[src/rtl/param_shift_reg_if.sv]
// Bus bundle for param_shift_reg: control, serial/parallel data in, stage image and fill status out.
// The o_parity signal exists only when SHIFT_PARITY_EN is defined.
interface param_shift_reg_if #(
  parameter int WIDTH = 1,
  parameter int DEPTH = 4,
  localparam int FW = $clog2(DEPTH + 1)
) ();

  logic                   i_en;
  logic                   i_clear;
  logic [1:0]             i_mode;
  logic [WIDTH-1:0]       i_din;
  logic [WIDTH*DEPTH-1:0] i_load_data;
  logic [WIDTH*DEPTH-1:0] o_q;
  logic [WIDTH-1:0]       o_dout;
  logic [FW-1:0]          o_fill;
  logic                   o_full;
`ifdef SHIFT_PARITY_EN
  logic                   o_parity;

  modport master (
    output i_en, i_clear, i_mode, i_din, i_load_data,
    input  o_q, o_dout, o_fill, o_full, o_parity
  );

  modport slave (
    input  i_en, i_clear, i_mode, i_din, i_load_data,
    output o_q, o_dout, o_fill, o_full, o_parity
  );
`else
  modport master (
    output i_en, i_clear, i_mode, i_din, i_load_data,
    input  o_q, o_dout, o_fill, o_full
  );

  modport slave (
    input  i_en, i_clear, i_mode, i_din, i_load_data,
    output o_q, o_dout, o_fill, o_full
  );
`endif

endinterface

[src/rtl/param_shift_reg.sv]
// WIDTH x DEPTH shift register with hold / shift / rotate / parallel load, sync clear and fill tracking.
// Define SHIFT_PARITY_EN to add o_parity, the XOR of every stage bit.
module param_shift_reg #(
  parameter int WIDTH = 1,
  parameter int DEPTH = 4,
  localparam int FW = $clog2(DEPTH + 1)
) (
  input logic              clk,
  input logic              rst,
  param_shift_reg_if.slave bus
);

  typedef enum logic [1:0] {
    MODE_HOLD   = 2'b00,
    MODE_SHIFT  = 2'b01,
    MODE_ROTATE = 2'b10,
    MODE_LOAD   = 2'b11
  } mode_e;

  localparam logic [FW-1:0] FULL_COUNT = FW'(DEPTH);

  logic [WIDTH-1:0]       r_stage [DEPTH];
  logic [FW-1:0]          r_fill;
  logic [WIDTH-1:0]       w_next_stage [DEPTH];
  logic [FW-1:0]          w_next_fill;
  logic [WIDTH*DEPTH-1:0] w_q;
  mode_e                  w_mode;

  assign w_mode = mode_e'(bus.i_mode);

  // Every next value is built from the current registers only, so all stages move together.
  always_comb begin
    w_next_stage = r_stage;
    w_next_fill  = r_fill;
    if (bus.i_clear) begin
      for (int i = 0; i < DEPTH; i++) begin
        w_next_stage[i] = '0;
      end
      w_next_fill = '0;
    end else if (bus.i_en) begin
      case (w_mode)
        MODE_HOLD: begin
        end
        MODE_SHIFT: begin
          w_next_stage[0] = bus.i_din;
          for (int i = 1; i < DEPTH; i++) begin
            w_next_stage[i] = r_stage[i-1];
          end
          if (r_fill != FULL_COUNT) begin
            w_next_fill = r_fill + FW'(1);
          end
        end
        MODE_ROTATE: begin
          w_next_stage[0] = r_stage[DEPTH-1];
          for (int i = 1; i < DEPTH; i++) begin
            w_next_stage[i] = r_stage[i-1];
          end
        end
        MODE_LOAD: begin
          for (int i = 0; i < DEPTH; i++) begin
            w_next_stage[i] = bus.i_load_data[(DEPTH-1-i)*WIDTH +: WIDTH];
          end
          w_next_fill = FULL_COUNT;
        end
        default: begin
        end
      endcase
    end
  end

  always_ff @(posedge clk or posedge rst) begin
    if (rst) begin
      for (int i = 0; i < DEPTH; i++) begin
        r_stage[i] <= '0;
      end
      r_fill <= '0;
    end else begin
      r_stage <= w_next_stage;
      r_fill  <= w_next_fill;
    end
  end

  // Stage 0 lands in the most significant slice of q.
  always_comb begin
    w_q = '0;
    for (int i = 0; i < DEPTH; i++) begin
      w_q[(DEPTH-1-i)*WIDTH +: WIDTH] = r_stage[i];
    end
  end

  assign bus.o_q    = w_q;
  assign bus.o_dout = r_stage[DEPTH-1];
  assign bus.o_fill = r_fill;
  assign bus.o_full = (r_fill == FULL_COUNT);

`ifdef SHIFT_PARITY_EN
  assign bus.o_parity = ^w_q;
`endif

endmodule

[src/flat_wrapper.sv]
// flat-port wrapper written by rule: the top's interface ports become plain ports
module param_shift_reg_flat 
#(
  parameter int WIDTH = 1,
  parameter int DEPTH = 4,
  localparam int FW = $clog2(DEPTH + 1)
)
  (clk, rst, bus_i_en, bus_i_clear, bus_i_mode, bus_i_din, bus_i_load_data, bus_o_q, bus_o_dout, bus_o_fill, bus_o_full);
  param_shift_reg_if #(.WIDTH(WIDTH), .DEPTH(DEPTH)) bus_i ();
  input logic clk;
  input logic rst;
  input wire logic [$bits(bus_i.i_en)-1:0] bus_i_en;
  input wire logic [$bits(bus_i.i_clear)-1:0] bus_i_clear;
  input wire logic [$bits(bus_i.i_mode)-1:0] bus_i_mode;
  input wire logic [$bits(bus_i.i_din)-1:0] bus_i_din;
  input wire logic [$bits(bus_i.i_load_data)-1:0] bus_i_load_data;
  output wire logic [$bits(bus_i.o_q)-1:0] bus_o_q;
  output wire logic [$bits(bus_i.o_dout)-1:0] bus_o_dout;
  output wire logic [$bits(bus_i.o_fill)-1:0] bus_o_fill;
  output wire logic [$bits(bus_i.o_full)-1:0] bus_o_full;
  assign bus_i.i_en = bus_i_en;
  assign bus_i.i_clear = bus_i_clear;
  assign bus_i.i_mode = bus_i_mode;
  assign bus_i.i_din = bus_i_din;
  assign bus_i.i_load_data = bus_i_load_data;
  assign bus_o_q = bus_i.o_q;
  assign bus_o_dout = bus_i.o_dout;
  assign bus_o_fill = bus_i.o_fill;
  assign bus_o_full = bus_i.o_full;
  param_shift_reg #(.WIDTH(WIDTH), .DEPTH(DEPTH)) u_core (.clk(clk), .rst(rst), .bus(bus_i));
endmodule
[config.mk]
export PLATFORM = sky130hd
export DESIGN_NAME = param_shift_reg_flat
export DESIGN_NICKNAME = d
export VERILOG_FILES = /design/src/rtl/param_shift_reg_if.sv /design/src/rtl/param_shift_reg.sv /design/src/flat_wrapper.sv
export SDC_FILE = /design/constraint.sdc
export NUM_CORES = 1
export LEC_CHECK = 0
export CAP_MARGIN = 20
export CORE_MARGIN = 2
export CORE_UTILIZATION = 31
export DETAILED_ROUTE_END_ITERATION = 6
export GPL_ROUTABILITY_DRIVEN = 1
export PLACE_DENSITY = 0.65
export SYNTH_ARGS = -nofsm -noshare
export SYNTH_HDL_FRONTEND = slang
export SYNTH_SLANG_ARGS = --single-unit
[constraint.sdc]
create_clock -name clk -period 1.3 [get_ports clk]
set_input_delay 0.26 -clock clk [delete_from_list [all_inputs] [get_ports clk]]
set_output_delay 0.26 -clock clk [all_outputs]
set_load 0.03 [all_outputs]
# Word-level counts from Yosys, hierarchy flattened
# Cells that the tools add are included.
[totals]
ff_bits = 7
output_inout_bits = 9
[op_classes]
add_sub_neg = 1
eq_ne = 6
muxes = 7
reduce_logical = 5
[ops]
columns = ["op", "count"]
rows = [
  ["$pmux 4 s3", 1],
  ["$mux 3", 3],
  ["$mux 4", 2],
  ["$pmux 3 s2", 1],
  ["$eq 2x2->1 const B", 2],
  ["$reduce_bool 4->1", 1],
  ["$add 3x1->3 const B", 1],
  ["$eq 3x3->1 const B", 1],
  ["$ne 3x2->1 const B", 1],
  ["$ne 3x3->1 const B", 1],
  ["$reduce_and 3->1", 1],
  ["$reduce_bool 3->1", 1],
  ["$eq 2x1->1 const B", 1],
  ["$reduce_and 2->1", 1],
  ["$reduce_bool 2->1", 1],
]

# Depth between registers and ports, before layout
# Gate-level depths: netlist (run 1).
[depth]
ltp_word = 5
mapped_depth = 5
mapped_depth_nobuf = 5

# Worst setup path before layout (run 1)
# OpenSTA, ideal clock, no wires.
[synth_path]
path_kind = "reg-to-reg"
from = "reg u_core.r_fill[0], in the netlist u_core.bus.o_fill[0]"
to = "reg u_core.r_fill[2], in the netlist u_core.bus.o_fill[2]"
t_arrival_ns = 1.510
setup_slack_ns = -0.328
path_stages_with_launch = 6
period_less_slack_ns = 1.628
path_cell_list = "dfrtp_1 > inv_1 > ha_1 > and2_1 > a21oi_2 > o2bb2a_4"
[synth_via]
elab_chain_len = 5
elab_cells_between_ends = 8
[synth_lines]
columns = ["element", "line", "text"]
rows = [
  ["from (decl)", "param_shift_reg.sv:23", "logic [FW-1:0] r_fill;"],
  ["from (signal assigned)", "param_shift_reg.sv:79", "r_fill <= w_next_fill;"],
  ["$add 3x1->3", "param_shift_reg.sv:50", "w_next_fill = r_fill + FW'(1);"],
  ["$mux 3", "param_shift_reg.sv:49", "if (r_fill != FULL_COUNT) begin"],
  ["$pmux 3 s2", "param_shift_reg.sv:41", "case (w_mode)"],
  ["$mux 3", "param_shift_reg.sv:40", "end else if (bus.i_en) begin"],
  ["$mux 3", "param_shift_reg.sv:35", "if (bus.i_clear) begin"],
]
# Several ways; a longest one is shown, not always the timed one. The select of a mux whose other input is x is not followed.
# A chain may end at the register's enable or synchronous reset.

# Worst setup path after layout (run 1)
[layout_path]
from = "reg u_core.r_fill[1], in the netlist u_core.bus.o_fill[1]"
to = "out bus_o_full"
[layout_via]
elab_chain_len = 1
[layout_lines]
columns = ["element", "line", "text"]
rows = [
  ["$eq 3x3->1", "param_shift_reg.sv:94", "assign bus.o_full = (r_fill == FULL_COUNT);"],
  ["to (decl)", "flat_wrapper.sv:20", "output wire logic [$bits(bus_i.o_full)-1:0] bus_o_full;"],
]
# No other way between the ends.

==> results of run 1 <==
state kept, by name, indices dropped and copies added (netlist names):
name               cells
u_core.bus.o_q         3
u_core.bus.o_fill      3
u_core.bus.o_dout      1
kinds of logic (layout without fill, tap and decap cells):
family,after synthesis,count (layout),share of synthesized area [%]
flip-flops,7,7,38.4
buffers and inverters,7,37,9.31
multiplexers,3,3,6.58
AO/OA/AOI/OAI,14,14,25.8
AND/OR/NAND/NOR,16,16,14.5
adder cells (fa/ha/maj),2,2,5.48
Yosys cell counts:
cell / number
mux2i_1: 3
nand2_1: 6
o21a_2: 1
nand3_1: 3
inv_1: 3
ha_1: 2
a311oi_1: 2
buf_2: 1
o21ai_2: 1
a21oi_2: 2
a211o_1: 1
buf_4: 2
a31o_2: 1
a21oi_1: 4
buf_6: 1
and2_1: 1
o2bb2a_4: 1
a211oi_1: 1
dfrtp_1: 7
nor2_1: 6
critical path: stages, from the launching register on:
cell and delay [ns]:
dfrtp_2 0.40, inv_2 0.08, ha_4 0.12, and2_4 0.14, buf_6 0.12
worst min path at each step:
| stage | start | endpoint | slack (ns) | cells past startpoint |
|---|---|---|---|---|
| 6_report | rst | u_core.bus.o_dout$_DFFE_PP0P_ | 0.24 | 2 |
| 5_1_grt | rst | u_core.bus.o_dout$_DFFE_PP0P_ | 0.27 | 2 |
| 3_5_place_dp | rst | u_core.bus.o_q[2]$_DFFE_PP0P_ | 0.52 | 2 |
| 3_3_place_gp | rst | u_core.bus.o_q[2]$_DFFE_PP0P_ | 0.53 | 2 |
| 2_1_floorplan | rst | u_core.bus.o_dout$_DFFE_PP0P_ | 0.06 | 1 |
| 4_1_cts | rst | u_core.bus.o_dout$_DFFE_PP0P_ | 0.24 | 2 |
metal layers:
metal | vias to the layer above | wire (µm)
met5 | - | 0
met4 | 0 | 29
met3 | 2 | 64
met2 | 16 | 584
met1 | 213 | 557
li1 | 230 | -
where the power goes:
group / total, µW / switching (µW) / internal [µW]
sequential: 268 / 22.2 / 245
clock: 200 / 82.4 / 117
combinational: 359 / 183 / 176
cell type report:
cell class | count | area [µm²] | area share, %
flip-flops and latches | 7 | 178 | 23.5
inverters | 3 | 11.3 | 1.49
clock buffers | 4 | 26.3 | 3.48
repair buffers | 30 | 255 | 33.8
well taps | 15 | 18.8 | 2.49
multi-input cells | 35 | 265 | 35.2
stage by stage:
stage	instance area (µm²)	hold slack, ns	worst slack (ns)	TNS (ns)
2_1_floorplan	472	0.0633	-0.0331	-0.0610
3_3_place_gp	679	0.526	-0.240	-1.51
3_5_place_dp	679	0.515	-0.269	-1.70
4_1_cts	751	0.238	-0.0834	-0.156
5_1_grt	754	0.271	-0.136	-0.401
6_report	754	0.240	-0.0797	-0.136
timing repair:
action / CTS / global route
setup endpoints to repair: 4 / 4
pin swaps: 2 / 2
buffers inserted: 4 / 0
resized for setup: 5 / 1
endpoints found under the hold margin: 0 / 0
gates cloned: 0 / 0
==> impl_results.md, run 1 <==
- Outcome: finished with violations
- Failing checks: setup timing
- First-pass GRT wire length: 2170 µm
- M2 GR Usage: 26.2%
- Synthesis Warnings: 0
- Clk buf depth: 2
- Final hold violation count: 0
- Critical Path Sink Type: output pin
- WP data arrival: approximately 1.1 ns
- Register bit total from synthesis: 7
- Synth area leader: dfrtp_1
- Initial antenna violation count: 0
- Post-DR wirelength/cell: 13.2 µm
- Worst VDD drop: approximately 0.7 mV
- Cts bufs inserted: 3
- Placeable Area: 1330 µm²
- DRT iter0 DRCs: 9
- Starting Density: 34.2%
- Cell Pwr Density: 1100 nW/µm²
- Vias in the first global route: 478
- CP endpoint: bus_o_full
- Final worst-path cycle share: 106%
- Clock slew at reported path FFs: 0.06 ns
- Startpoint Class: register
- Share of cells above drive strength 1: 45.6%
- Max-slew headroom: 81.9%
- Area of the mapped netlist: 457 µm²
- Commonest non-fill, non-tap cell in the layout: buf_4
- Synth Area per Inst: a little over 9 µm²
- R2R setup slack: -0.04 ns
- IO Port Bufs: 19
- Worst setup margin: -0.0797 ns
- Congestion Overflow GR: 0
- Dpl hpwl: ~900 µm
- Clock skew: 0.00226 ns
- Most frequent cells in the layout: 18 x buf_4, 8 x clkdlybuf4s50_1, 6 x nand2_1, 6 x nor2_1, 5 x dfrtp_1
- Total clock sinks: 7
- Cell row count: 13
- Mapped Cells: 49
- IO Count: 20
- CTS tree: yes
- Mapped Nets: 62
- Final Slew Violations: 0
- H-tree depth: 1
- DRC: 0
- Fmax: 0.725 GHz
- Worst-Margin Slew: around 0.27 ns
- First-pass DRT Iterations: 4
- Final wirelength: about 1200 µm
- Util after Layout: 56.6%
- Number of diodes: 0
- Via density: between 4 and 5
- Power Total: 826 µW
- Synth cell types: 20
- Tmin final: 1.38 ns
- RSZ-0062 raised after global routing: yes
- Fill cells: ~130
- Total GRT Usage: 16.4%
- Synth top area cells: dfrtp_1 38%, mux2i_1 6.6%, ha_1 5.5%, nand2_1 4.9%, nor2_1 4.9%
- Largest net degree at the start of global routing: 8
- Nets@finish: just over 90
- Crit path kind: reg -> out
- P&R area growth vs syn: 65.2%
- Leak: 0.000354 µW
- Gr busiest metal: met2
- Reg2reg end: u_core.bus.o_fill[0]$_DFFE_PP0P_
- Seq/Total Area, Yosys: a little under two fifths
- Reg2Reg Depth: 6
- Worst hold path class: in -> async
- Reg2Reg Launch Point: u_core.bus.o_fill[1]$_DFFE_PP0P_
- Die W: 42.4 µm
- Die H: ~42 µm
- Die area: 1800 µm²
- Final Setup Violations: 3
- Critical Path Start: u_core.bus.o_fill[1]$_DFFE_PP0P_
- Total number of vias: between 400 and 500
- Post-route insts no fill: 94
- Max-cap violation count: 0
- Clock root buffer: clkbuf_4
- Worst-path maximum fanout: 2
- Dpl cells: between 80 and 90
- WP data required: 1.04 ns
- Final Wtd Congestion: between 0.7 and 0.8
- Clock latency at the later pin of the worst-skew pair: 0.25 ns
- Met1 global-route usage: 19.8%
- Cts hold-fix bufs: 0
- Met3 global-route usage: between 3 and 4%
- Routed Antenna Nets: 0
- Share of the synthesized area in the top cell type: 38.4%
No activity file was read; power rests on OpenSTA's default activity.
==> run 2: changes to the inputs <==
ABC_AREA = 0   (was unset)
==> results of run 2 <==
Final layout, timing and power as in run 1 (identical DEF).
==> run 3: changes to the inputs <==
clock period = 1.5 ns   (was 1.3 ns; I/O delays follow)
==> run 3 against run 2 <==
Effect of this change:
- the run now ends clean
- hold slack better by 0.035 ns
- non-clock buffer count down 3
- clock skew grew 0.0038 ns
- cell count decreased by 3.2%
- highest routed layer unchanged
- combinational power down 22%
- sequential share of layout area increased by 0.56 points
- register-to-register slack improved by 0.27 ns
- sequential power down 13%
- largest power group unchanged
==> impl_results.md, run 3 (synthesis results as in run 1) <==
- Clock skew: 0.00606 ns
- Cts hold-fix bufs: 0
- Leak: roughly 0.00035 µW
- Placeable Area: 1330 µm²
- Final wirelength: 1170 µm
- Max incr delay on CP: about 0.41 ns
- Fin Setup TNS: 0 ns
- Critical-path cell list: buf_4 > dlygate4sd2_1
- Die H: roughly 42 µm
- Met3 global-route usage: 3.02%
- Worst-path maximum fanout: 2
- Vias in the first global route: 479
- Dpl hpwl: 875 µm
- Flip-flop and latch area: roughly 180 µm²
- Nets@finish: 90
- P&R area growth vs syn: 61.4%
- DRC: 0
- Cell Pwr Density: roughly 930 nW/µm²
- CTS tree: yes
- Tmin final: roughly 1.5 ns
- Post-route cell area: 737 µm²
- Outcome: completed
- WP data arrival: 1.15 ns
- Number of diodes: 0
- Final Wtd Congestion: 0.724
- Final Setup Violations: 0
- Worst setup margin: 0.0451 ns
- Max-cap violation count: 0
- Final hold violation count: 0
- IO Port Bufs: 19
- Most frequent cells in the layout: 10 x clkdlybuf4s50_1, 8 x dlygate4sd2_1, 8 x buf_4
- Final Slew Violations: 0
- RSZ-0062 raised after global routing: yes
- First-pass GRT wire length: 2030 µm
- Crit path kind: reg -> out
- Worst VDD drop: slightly below 0.5 mV
- IO Count: 20
- Cell row count: 13
- Die area: 1800 µm²
- H-tree depth: 1
- Starting Density: 34.2%
- Routed Antenna Nets: 0
- Total GRT Usage: 15.0%
- Die W: 42.4 µm
- Share of cells above drive strength 1: 31.6%
- Total clock sinks: 7
- Met1 global-route usage: about a fifth
- Post-DR wirelength/cell: ~13 µm
- Slowest CP cell: dfrtp_2
- WP data required: roughly 1.2 ns
- Initial antenna violation count: 0
- Max-slew headroom: between 80% and 90%
- First-pass DRT Iterations: 3
- Place WS: -0.142 ns
- Clock slew at reported path FFs: 0.06 ns
- Total number of vias: ~450
- DRT iter0 DRCs: 3
- Via density: 4.99
- Clk buf depth: 2
- Clock latency at the later pin of the worst-skew pair: ~0.25 ns
- Gr busiest metal: met2
- Cts bufs inserted: 3
- Startpoint Class: register
- Area post-placement: 688 µm²
- Fmax: 0.687 GHz
- Fill cells: 130
- Congestion Overflow GR: 0
- Largest net degree at the start of global routing: 8
- M2 GR Usage: between 20 and 25%
- Critical Path Sink Type: output pin
- Worst hold path class: in -> async
- Clock root buffer: clkbuf_4
- Worst-Margin Slew: 0.297 ns
- Area occupied by multi-input gates: 262 µm²
- Final worst-path cycle share: 97.0%
- Commonest non-fill, non-tap cell in the layout: clkdlybuf4s50_1
## run 3: changes by cell type in the layout (fill, tap and decap cells not counted)
cell             before  now
a21oi_1               3    4
a21oi_2               2    1
buf_4                18    8
buf_6                 2    1
clkdlybuf4s50_1       8   10
dlygate4sd2_1         2    8
## run 3: report_power, final
group	internal [µW]	switching, µW	total (µW)
sequential	213	19.6	232
clock	102	72.8	175
combinational	130	151	281
## run 3: path summary, 6_finish.rpt
kind                                                     to  slack [ns]                              from  depth (start not counted)
max                                           bus_o_fill[0]        0.05  u_core.bus.o_fill[0]$_DFFE_PP0P_                          2
min                           u_core.bus.o_dout$_DFFE_PP0P_        0.28                               rst                          2
max reg2reg                u_core.bus.o_fill[2]$_DFFE_PP0P_        0.23  u_core.bus.o_fill[0]$_DFFE_PP0P_                          5
min reg2reg                   u_core.bus.o_q[3]$_DFFE_PP0P_        0.56     u_core.bus.o_q[3]$_DFFE_PP0P_                          2
max in group asynchronous  u_core.bus.o_fill[1]$_DFFE_PP0P_        0.99                               rst                          2
min in group clk              u_core.bus.o_q[3]$_DFFE_PP0P_        0.56     u_core.bus.o_q[3]$_DFFE_PP0P_                          2
## run 3: worst max-delay path: cells and delay by family, from the launching register on
kind,cells,cell delay (ns)
flops,1,0.41
buf+inv,2,0.49
## run 3: routing by layer
layer / share of wire, % / vias to the layer above / routed length (µm)
met3: 5.1 / 2 / 59
met2: 47 / 16 / 550
li1: - / 225 / -
met1: 47 / 211 / 547
met4: 0.69 / 0 / 8
met5: 0 / - / 0
## run 3: final cells by class
class	instances	area share (%)
clock buffer	4	3.57
inverter	3	1.53
multi-input combinational	35	35.5
sequential	7	24.1
tap	15	2.55
timing repair buffer	27	32.8
## run 3: per-stage QoR
step                cells  hold WS [ns]  util, %  power (µW)
global route           91         0.302     55.3         740
CTS                    90         0.283     53.8         678
global placement       85         0.543     51.6         496
finish                 91         0.275     55.3         688
floorplan              49         0.103        -         391
detailed placement     85         0.554     51.6         500
## run 3: what timing repair did
| item | CTS | global route |
|---|---|---|
| buffers inserted | 1 | 1 |
| gates resized for setup | 10 | 4 |
| endpoints found under the setup margin | 9 | 1 |
| gates cloned | 0 | 0 |
| pin swaps | 0 | 1 |
